`src/rtl/jk_count_monitor_pkg.sv`:
```
// ============================================================================
// jk_count_monitor_pkg: shared states, step classes and default widths
// Rev 1.0
// ============================================================================
`default_nettype none

package jk_count_monitor_pkg;

  localparam int c_cnt_w  = 4;
  localparam int c_ext_w  = 8;
  localparam int c_lock_n = 2;

  typedef enum logic [0:0] {
    ST_SYNC = 1'b0,
    ST_RUN  = 1'b1
  } state_t;

  typedef enum logic [1:0] {
    STEP_HOLD    = 2'd0,
    STEP_UP      = 2'd1,
    STEP_DOWN    = 2'd2,
    STEP_ILLEGAL = 2'd3
  } step_t;

endpackage

`default_nettype wire

```
`src/rtl/jk_count_monitor_count_step_decode.sv`:
```
// ============================================================================
// count_step_decode: classifies one counter step and flags wrap-around
// Rev 1.0
// ============================================================================
`default_nettype none

module count_step_decode
  import jk_count_monitor_pkg::*;
#(
  parameter int CNT_W = c_cnt_w
) (
  input  logic [CNT_W-1:0] q_prev,
  input  logic [CNT_W-1:0] q_s,
  input  logic             ok_s,
  output step_t            step,
  output logic             wrap_up,
  output logic             wrap_down
);

  logic [CNT_W-1:0] w_delta;

  assign w_delta = q_s - q_prev;

  // An inconsistent sample is never a legal step, whatever its value.
  always_comb begin
    step = STEP_ILLEGAL;
    if (ok_s) begin
      if (w_delta == '0)                step = STEP_HOLD;
      else if (w_delta == CNT_W'(1))    step = STEP_UP;
      else if (w_delta == '1)           step = STEP_DOWN;
    end
  end

  assign wrap_up   = (step == STEP_UP)   && (q_prev == '1);
  assign wrap_down = (step == STEP_DOWN) && (q_prev == '0);

endmodule

`default_nettype wire

```
`src/rtl/jk_count_monitor.sv`:
```
// ============================================================================
// jk_count_monitor: validates JK counter samples, extends count, buffers snapshots
// Rev 1.0
// ============================================================================
`default_nettype none

module jk_count_monitor
  import jk_count_monitor_pkg::*;
#(
  parameter int CNT_W  = c_cnt_w,
  parameter int EXT_W  = c_ext_w,
  parameter int LOCK_N = c_lock_n
) (
  input  logic                   clock,
  input  logic                   reset,
  input  logic [CNT_W-1:0]       q,
  input  logic [CNT_W-1:0]       q_bar,
  input  logic                   snap_req,
  input  logic                   out_ready,
  output logic                   out_valid,
  output logic [EXT_W+CNT_W-1:0] out_data,
  output logic [EXT_W+CNT_W-1:0] count_ext,
  output logic                   wrap_pulse,
  output logic                   locked,
  output logic                   error,
  output logic                   overrun
);

  localparam int LOCK_W = $clog2(LOCK_N + 1);

  logic [CNT_W-1:0]       r_q_s;
  logic [CNT_W-1:0]       r_q_prev;
  logic                   r_ok_s;
  state_t                 r_state;
  logic [LOCK_W-1:0]      r_lock_cnt;
  logic [EXT_W-1:0]       r_wrap_cnt;
  logic                   r_error;
  logic                   r_out_valid;
  logic [EXT_W+CNT_W-1:0] r_out_data;
  logic                   r_overrun;

  step_t                  w_step;
  logic                   w_wrap_up;
  logic                   w_wrap_down;
  state_t                 w_next_state;
  logic [LOCK_W-1:0]      w_next_lock;
  logic [EXT_W-1:0]       w_next_wrap;
  logic                   w_set_error;

  count_step_decode #(
    .CNT_W (CNT_W)
  ) u_step_decode (
    .q_prev    (r_q_prev),
    .q_s       (r_q_s),
    .ok_s      (r_ok_s),
    .step      (w_step),
    .wrap_up   (w_wrap_up),
    .wrap_down (w_wrap_down)
  );

  // Samples: an X/Z compare fails the if and lands on the inconsistent branch.
  always_ff @(posedge clock or negedge reset) begin
    if (!reset) begin
      r_q_s    <= '0;
      r_q_prev <= '0;
      r_ok_s   <= 1'b0;
    end else begin
      r_q_s    <= q;
      r_q_prev <= r_q_s;
      if (q == ~q_bar) r_ok_s <= 1'b1;
      else             r_ok_s <= 1'b0;
    end
  end

  always_comb begin
    w_next_state = r_state;
    w_next_lock  = r_lock_cnt;
    w_next_wrap  = r_wrap_cnt;
    w_set_error  = 1'b0;
    case (r_state)
      ST_SYNC: begin
        if (!r_ok_s) begin
          w_next_lock = '0;
        end else if (r_lock_cnt == LOCK_W'(LOCK_N - 1)) begin
          w_next_state = ST_RUN;
          w_next_lock  = '0;
        end else begin
          w_next_lock = r_lock_cnt + LOCK_W'(1);
        end
      end
      ST_RUN: begin
        if (w_step == STEP_ILLEGAL) begin
          w_set_error  = 1'b1;
          w_next_state = ST_SYNC;
          w_next_lock  = '0;
        end else if (w_wrap_up) begin
          w_next_wrap = r_wrap_cnt + EXT_W'(1);
        end else if (w_wrap_down) begin
          w_next_wrap = r_wrap_cnt - EXT_W'(1);
        end
      end
      default: w_next_state = ST_SYNC;
    endcase
  end

  always_ff @(posedge clock or negedge reset) begin
    if (!reset) begin
      r_state    <= ST_SYNC;
      r_lock_cnt <= '0;
      r_wrap_cnt <= '0;
      r_error    <= 1'b0;
    end else begin
      r_state    <= w_next_state;
      r_lock_cnt <= w_next_lock;
      r_wrap_cnt <= w_next_wrap;
      if (w_set_error) r_error <= 1'b1;
    end
  end

  // Wrap applied combinationally so count_ext never shows a stale upper half.
  assign count_ext  = {w_next_wrap, r_q_s};
  assign wrap_pulse = (r_state == ST_RUN) && (w_wrap_up || w_wrap_down);
  assign locked     = (r_state == ST_RUN);
  assign error      = r_error;

  always_ff @(posedge clock or negedge reset) begin
    if (!reset) begin
      r_out_valid <= 1'b0;
      r_out_data  <= '0;
      r_overrun   <= 1'b0;
    end else if (snap_req && (!r_out_valid || out_ready)) begin
      r_out_valid <= 1'b1;
      r_out_data  <= count_ext;
    end else if (snap_req) begin
      r_overrun   <= 1'b1;
    end else if (r_out_valid && out_ready) begin
      r_out_valid <= 1'b0;
    end
  end

  assign out_valid = r_out_valid;
  assign out_data  = r_out_data;
  assign overrun   = r_overrun;

endmodule

`default_nettype wire

```
`config.mk`:
```
export PLATFORM = sky130hd
export DESIGN_NAME = jk_count_monitor
export DESIGN_NICKNAME = d
export VERILOG_FILES = /design/src/rtl/jk_count_monitor_pkg.sv /design/src/rtl/jk_count_monitor_count_step_decode.sv /design/src/rtl/jk_count_monitor.sv
export SDC_FILE = /design/constraint.sdc
export NUM_CORES = 1
export LEC_CHECK = 0
export BUFFER_PORTS_ARGS = -buffer_cell sky130_fd_sc_hd__buf_4
export CAP_MARGIN = 25
export CORE_ASPECT_RATIO = 0.75
export CORE_MARGIN = 2
export CORE_UTILIZATION = 52
export CTS_CLUSTER_DIAMETER = 120
export DETAILED_ROUTE_END_ITERATION = 12
export PLACE_DENSITY = 0.77
export SLEW_MARGIN = 10
export SYNTH_ARGS = -nofsm -noshare
export SYNTH_HDL_FRONTEND = slang
export SYNTH_SLANG_ARGS = --single-unit
```
`constraint.sdc`:
```
create_clock -name clock -period 3.8 [get_ports clock]
set_clock_uncertainty 0.2 [all_clocks]
set_input_delay 0.76 -clock clock [delete_from_list [all_inputs] [get_ports clock]]
set_output_delay 0.76 -clock clock [all_outputs]
set_load 0.02 [all_outputs]
```
# After elaboration in Yosys (flattened, before gate mapping)
# Cells that the tools add are included.
# totals
register_bits	35
latch_bits	0
mem_bits_rw	0
mem_bits_ro	0
inputBits	12
word_cells	62
memories	0
# op_classes
addsub	4
n_mul	0
div	0
magnitude_cmp	0
eq_ne	10
shift	0
muxes	22
bitwise_logic	3
n_reduce_logical	13
# op_table
op	count
2-to-1 mux 8 bit	4
2-to-1 mux 2 bit	6
2-to-1 mux 1 bit	10
adder 8 x 1 -> 8 bit, second input constant	1
== test 4 bit, second input constant	2
logical NOT 4 bit	2
subtractor 8 x 1 -> 8 bit, second input constant	1
logical AND 1 bit	5
== test 2 x 1 -> 1 bit, second input constant	2
== test 2 bit, second input constant	2
== test 4 x 1 -> 1 bit, second input constant	1
== test 4 bit	1
!= test 2 x 1 -> 1 bit, second input constant	2
inverter 4 bit	1
case mux 2 bit (2 select lines)	1
AND reduction 2 bit	2
subtractor 4 bit	1
adder 2 x 1 -> 2 bit, second input constant	1
logical OR 1 bit	2
inverter 1 bit	2
case mux 1 bit (2 select lines)	1
nonzero test 2 bit	1
logical NOT 1 bit	1

# Depth between registers and ports, before layout
# depth
word_depth	12
depth_mapped	9
depth_no_buf	9

# Cells and area by module
# Synthesis repeated with hierarchy kept, for this count alone.
# hier_totals
hier_cells	153
hier_area_um2	1667.8
# by_module_without_submodules
mod	n_inst	cells_per_inst	area_per_inst_um2
jk_count_monitor	1	128	1480.2
count_step_decode	1	25	187.7

# Worst setup path before layout
# No wires, ideal clock.
# synth_path
kind	register -> output
from	register r_q_s[0]
to	output count_ext[5]
arrival_ns	2.809
required_ns	2.840
slack_ns	0.031
path_stages_with_launch	10
path_buffers	0
cell_sequence	dfrtp_1 -> inv_1 -> ha_1 -> fa_1 -> xnor2_1 -> nand2_1 -> nor4b_4 -> or2_1 -> a21oi_1 -> nor3_1
# synth_between
elab_chain_len	12
elab_cells_between_ends	17
# synth_rtl
item	line_no	source
start: declaration	jk_count_monitor.sv:31	logic [CNT_W-1:0] r_q_s;
start signal: assignment	jk_count_monitor.sv:68	r_q_s <= q;
subtractor 4 bit *	jk_count_monitor_count_step_decode.sv:22	assign w_delta = q_s - q_prev;
== test 4 bit	jk_count_monitor_count_step_decode.sv:30	else if (w_delta == '1) step = STEP_DOWN;
2-to-1 mux 1 bit	jk_count_monitor_count_step_decode.sv:30	
2-to-1 mux 2 bit	jk_count_monitor_count_step_decode.sv:29	else if (w_delta == CNT_W'(1)) step = STEP_UP;
2-to-1 mux 2 bit *	jk_count_monitor_count_step_decode.sv:28	if (w_delta == '0) step = STEP_HOLD;
2-to-1 mux 2 bit *	jk_count_monitor_count_step_decode.sv:27	if (ok_s) begin
== test 2 bit	jk_count_monitor_count_step_decode.sv:35	assign wrap_down = (step == STEP_DOWN) && (q_prev == '0);
logical AND 1 bit	jk_count_monitor_count_step_decode.sv:35	
2-to-1 mux 8 bit	jk_count_monitor.sv:98	end else if (w_wrap_down) begin
2-to-1 mux 8 bit	jk_count_monitor.sv:96	end else if (w_wrap_up) begin
2-to-1 mux 8 bit *	jk_count_monitor.sv:92	if (w_step == STEP_ILLEGAL) begin
2-to-1 mux 8 bit *	jk_count_monitor.sv:80	case (r_state)
end: declaration	jk_count_monitor.sv:22	output logic [EXT_W+CNT_W-1:0] count_ext,
# Every way passes the cells marked *; elsewhere a longest branch is shown, timed or not.

# Worst setup path in the final report
# layout_path
from	register r_q_s[0]
to	output count_ext[6]
# The elaborated chain is that of the path after synthesis.

==> results.toml <==
[global_route]
grt_usage_pct = 26.7
grt_max_degree = 36
antenna_found_initial = 0
overflow = 0
first_global_vias = 1538
grt_pass1_wl_mm = 7.58

[setup_path]
crit_path_end_kind = "output pin"
cp.required_ns = 2.84
r2r_cells = 12
cp_max_fo = 5
cp-start-kind = "register"
cp.arrival_ns = 2.96
crit_type = "reg -> out"

[place]
hpwl_mm = 3.09
portBuffers = 40
place_ws_ns = 0.0353
post-place-cells = 236
gp_congestion = 0.779

[pwr]
clockPowerShare_pct = 38.6
comb_power_share_pct = 16.8
p_seq_share_pct = 44.5
total_leakage_power_uw = 0.00127
swShare_pct = 27.6
vdd_ir_drop_max_v = 0.000249
internal-power_uw = 649
p_per_area_nw_per_um2 = 341
switchingPower_uw = 248

[run_status]
violations = "negative setup slack"
status = "finished, violations left"

[timing]
timing.final.crit_period_ns = 3.92
worst_slack_ns = -0.125
max_slew_margin_pct = 56.9
clock.fmax_mhz = 255
final_max_slew_viol_count = 0
rsz0062_at_grt = "true"
worst_pin_slew_ns = 0.645
period_share_pct = 103
hold_viol = 0
setup_violations = 6

[synthesis]
syn_inst = 156
syn-cell-area_sq_um = 1790
ys_types = 47
synth_top_area_share_pct = 49.0
avgSynthCellArea_sq_um = 11.5
yosys_most_used_dff = "dfrtp_1"
synth_top_cell_by_area = "dfrtp_1"
synth_warnings = 0
async_flop_share_pct = 100
synth_area_leaders = "dfrtp_1 49%, xnor2_1 5.4%, mux2_2 3.8%"
yosysSeqAreaShare_pct = 49.0
syn_nets = 174
ys_ff_latch = 35
synth_edf_count = 0

[final_layout]
final.fill_count = 202
multiInputGateArea_sq_um = 1070
n_antenna_cell = 0
fin_nets = 242
layout_common_cells = "62 x buf_4, 35 x dfrtp_1, 9 x nand2_1, 8 x inv_1, 7 x xnor2_1"
drive_gt1_share_pct = 52.4
area_growth_pct = 46.9
final_common_cell = "buf_4"
seq_area_sq_um = 876
final_cells = 265

[cts]
cts_tree = "yes"
cts_root_buf = "clkbuf_8"
htreeDepth = 2
cts_hold_buf = 0
cts_made_buffers = 5
insertion_delay_ns = 0.30
path_clk_slew_ns = 0.08
cts.sinks = 35
clk_path_buf_depth = 2

[die]
core_area_sq_um = 3290
start_util_pct = 54.4
dieArea_sq_um = 3930
num_rows = 18
die_h_microns = 54.8
io-pin-count = 41
fp.dieW_microns = 71.7

[route]
vias_per_cell = 5.86
initialDrtViolationCount = 121
dr_total_vias = 1554
drtPass1Iterations = 4
drc_errors = 0
wire_per_inst_microns = 18.9
ant_nets = 0
routed_wirelength_mm = 5.01

[worst_hold_path]
hold_path.class = "in -> async"

[run]
drv_cap = 0
worst paths after layout:
path	startpoint	endpoint	slack [ns]
min reg2reg	r_q_s[0]	r_q_prev[0]	0.22
max in group asynchronous	reset	out_data[10]	2.88
max reg2reg	r_q_s[0]	out_data[7]	0.56
min	reset	overrun	0.20
min in group clock	r_q_s[0]	r_q_prev[0]	0.22
max	r_q_s[0]	count_ext[6]	-0.12
logic make-up (layout without fill, tap and decap cells):
group | after synthesis | after routing | share of synthesized area, %
fa+ha+maj | 6 | 6 | 4.62
mux | 9 | 9 | 5.66
buf+inv | 11 | 80 | 2.52
flops | 35 | 35 | 49.0
xor+xnor | 14 | 14 | 6.85
compound gates | 30 | 30 | 13.3
simple gates | 51 | 51 | 18.1
flip-flops by register name (all words and copies together) (netlist names):
register,flops
error,1
locked,1
out_data,12
out_valid,1
overrun,1
r_lock_cnt,2
r_ok_s,1
r_q_prev,4
r_q_s,4
r_wrap_cnt,8
layer usage:
metal	part of all wire (%)	vias up	track usage, %
li1	-	706	-
met1	42	765	33.3
met2	49	65	41.2
met3	6.2	18	9.76
met4	3.0	0	14.2
met5	0	-	0
cell type report:
cell class,count,area share (%)
Clock buffer,5,2.62
Clock inverter,3,1.81
Inverter,9,1.29
Multi-Input combinational cell,110,40.9
Sequential cell,35,33.3
Tap cell,40,1.90
Timing Repair Buffer,63,18.1
Yosys cell counts (2+ instances only):
| library cell | count |
|---|---|
| dfrtp_1 | 35 |
| nand2_1 | 11 |
| xnor2_1 | 11 |
| inv_1 | 9 |
| mux2_2 | 6 |
| nor4_1 | 6 |
| ha_1 | 5 |
| nor2_1 | 5 |
| nor3_1 | 5 |
| o22ai_1 | 5 |
| nand3_1 | 4 |
| a21oi_1 | 3 |
| mux2_1 | 3 |
| nand2b_1 | 3 |
| nand4_1 | 3 |
| xor2_1 | 3 |
| a211oi_2 | 2 |
| a21o_1 | 2 |
| a21oi_2 | 2 |
| a2bb2oi_1 | 2 |
| and3b_2 | 2 |
| nor4b_1 | 2 |
| o21ai_0 | 2 |
| o21bai_1 | 2 |
power groups by stage:
| stage | sequential, uW | combinational [uW] | clock (uW) |
|---|---|---|---|
| after floorplan | 418 | 54.1 | 0 |
| after global placement | 405 | 114 | 0 |
| after detailed placement | 406 | 119 | 0 |
| after CTS | 399 | 131 | 349 |
| after global routing | 401 | 161 | 374 |
| final | 399 | 151 | 346 |
critical path: stages, from the launching register on:
cell     delay (ns)
dfrtp_1        0.40
inv_2          0.08
ha_4           0.14
fa_2           0.47
nor3b_4        0.28
nand2_2        0.13
nor4b_4        0.36
buf_4          0.23
o22ai_1        0.10
xnor2_1        0.27
buf_4          0.20
repair_timing:
action | in CTS | in global routing
setup endpoints to repair | 8 | 9
resized for setup | 17 | 20
pin swaps | 17 | 16
setup buffers | 13 | 9
stage by stage:
step	utilization [%]	hold WS (ns)	TNS (ns)	cell area (sq um)	total power [uW]
floorplan	-	0.249	0	1790	473
global placement	65.2	0.182	0	2140	519
detailed placement	65.2	0.189	0	2140	524
CTS	74.2	0.213	-0.292	2440	879
global route	79.9	0.223	-0.937	2630	937
finish	79.9	0.201	-0.410	2630	896
(Power assumes the default switching activity.)
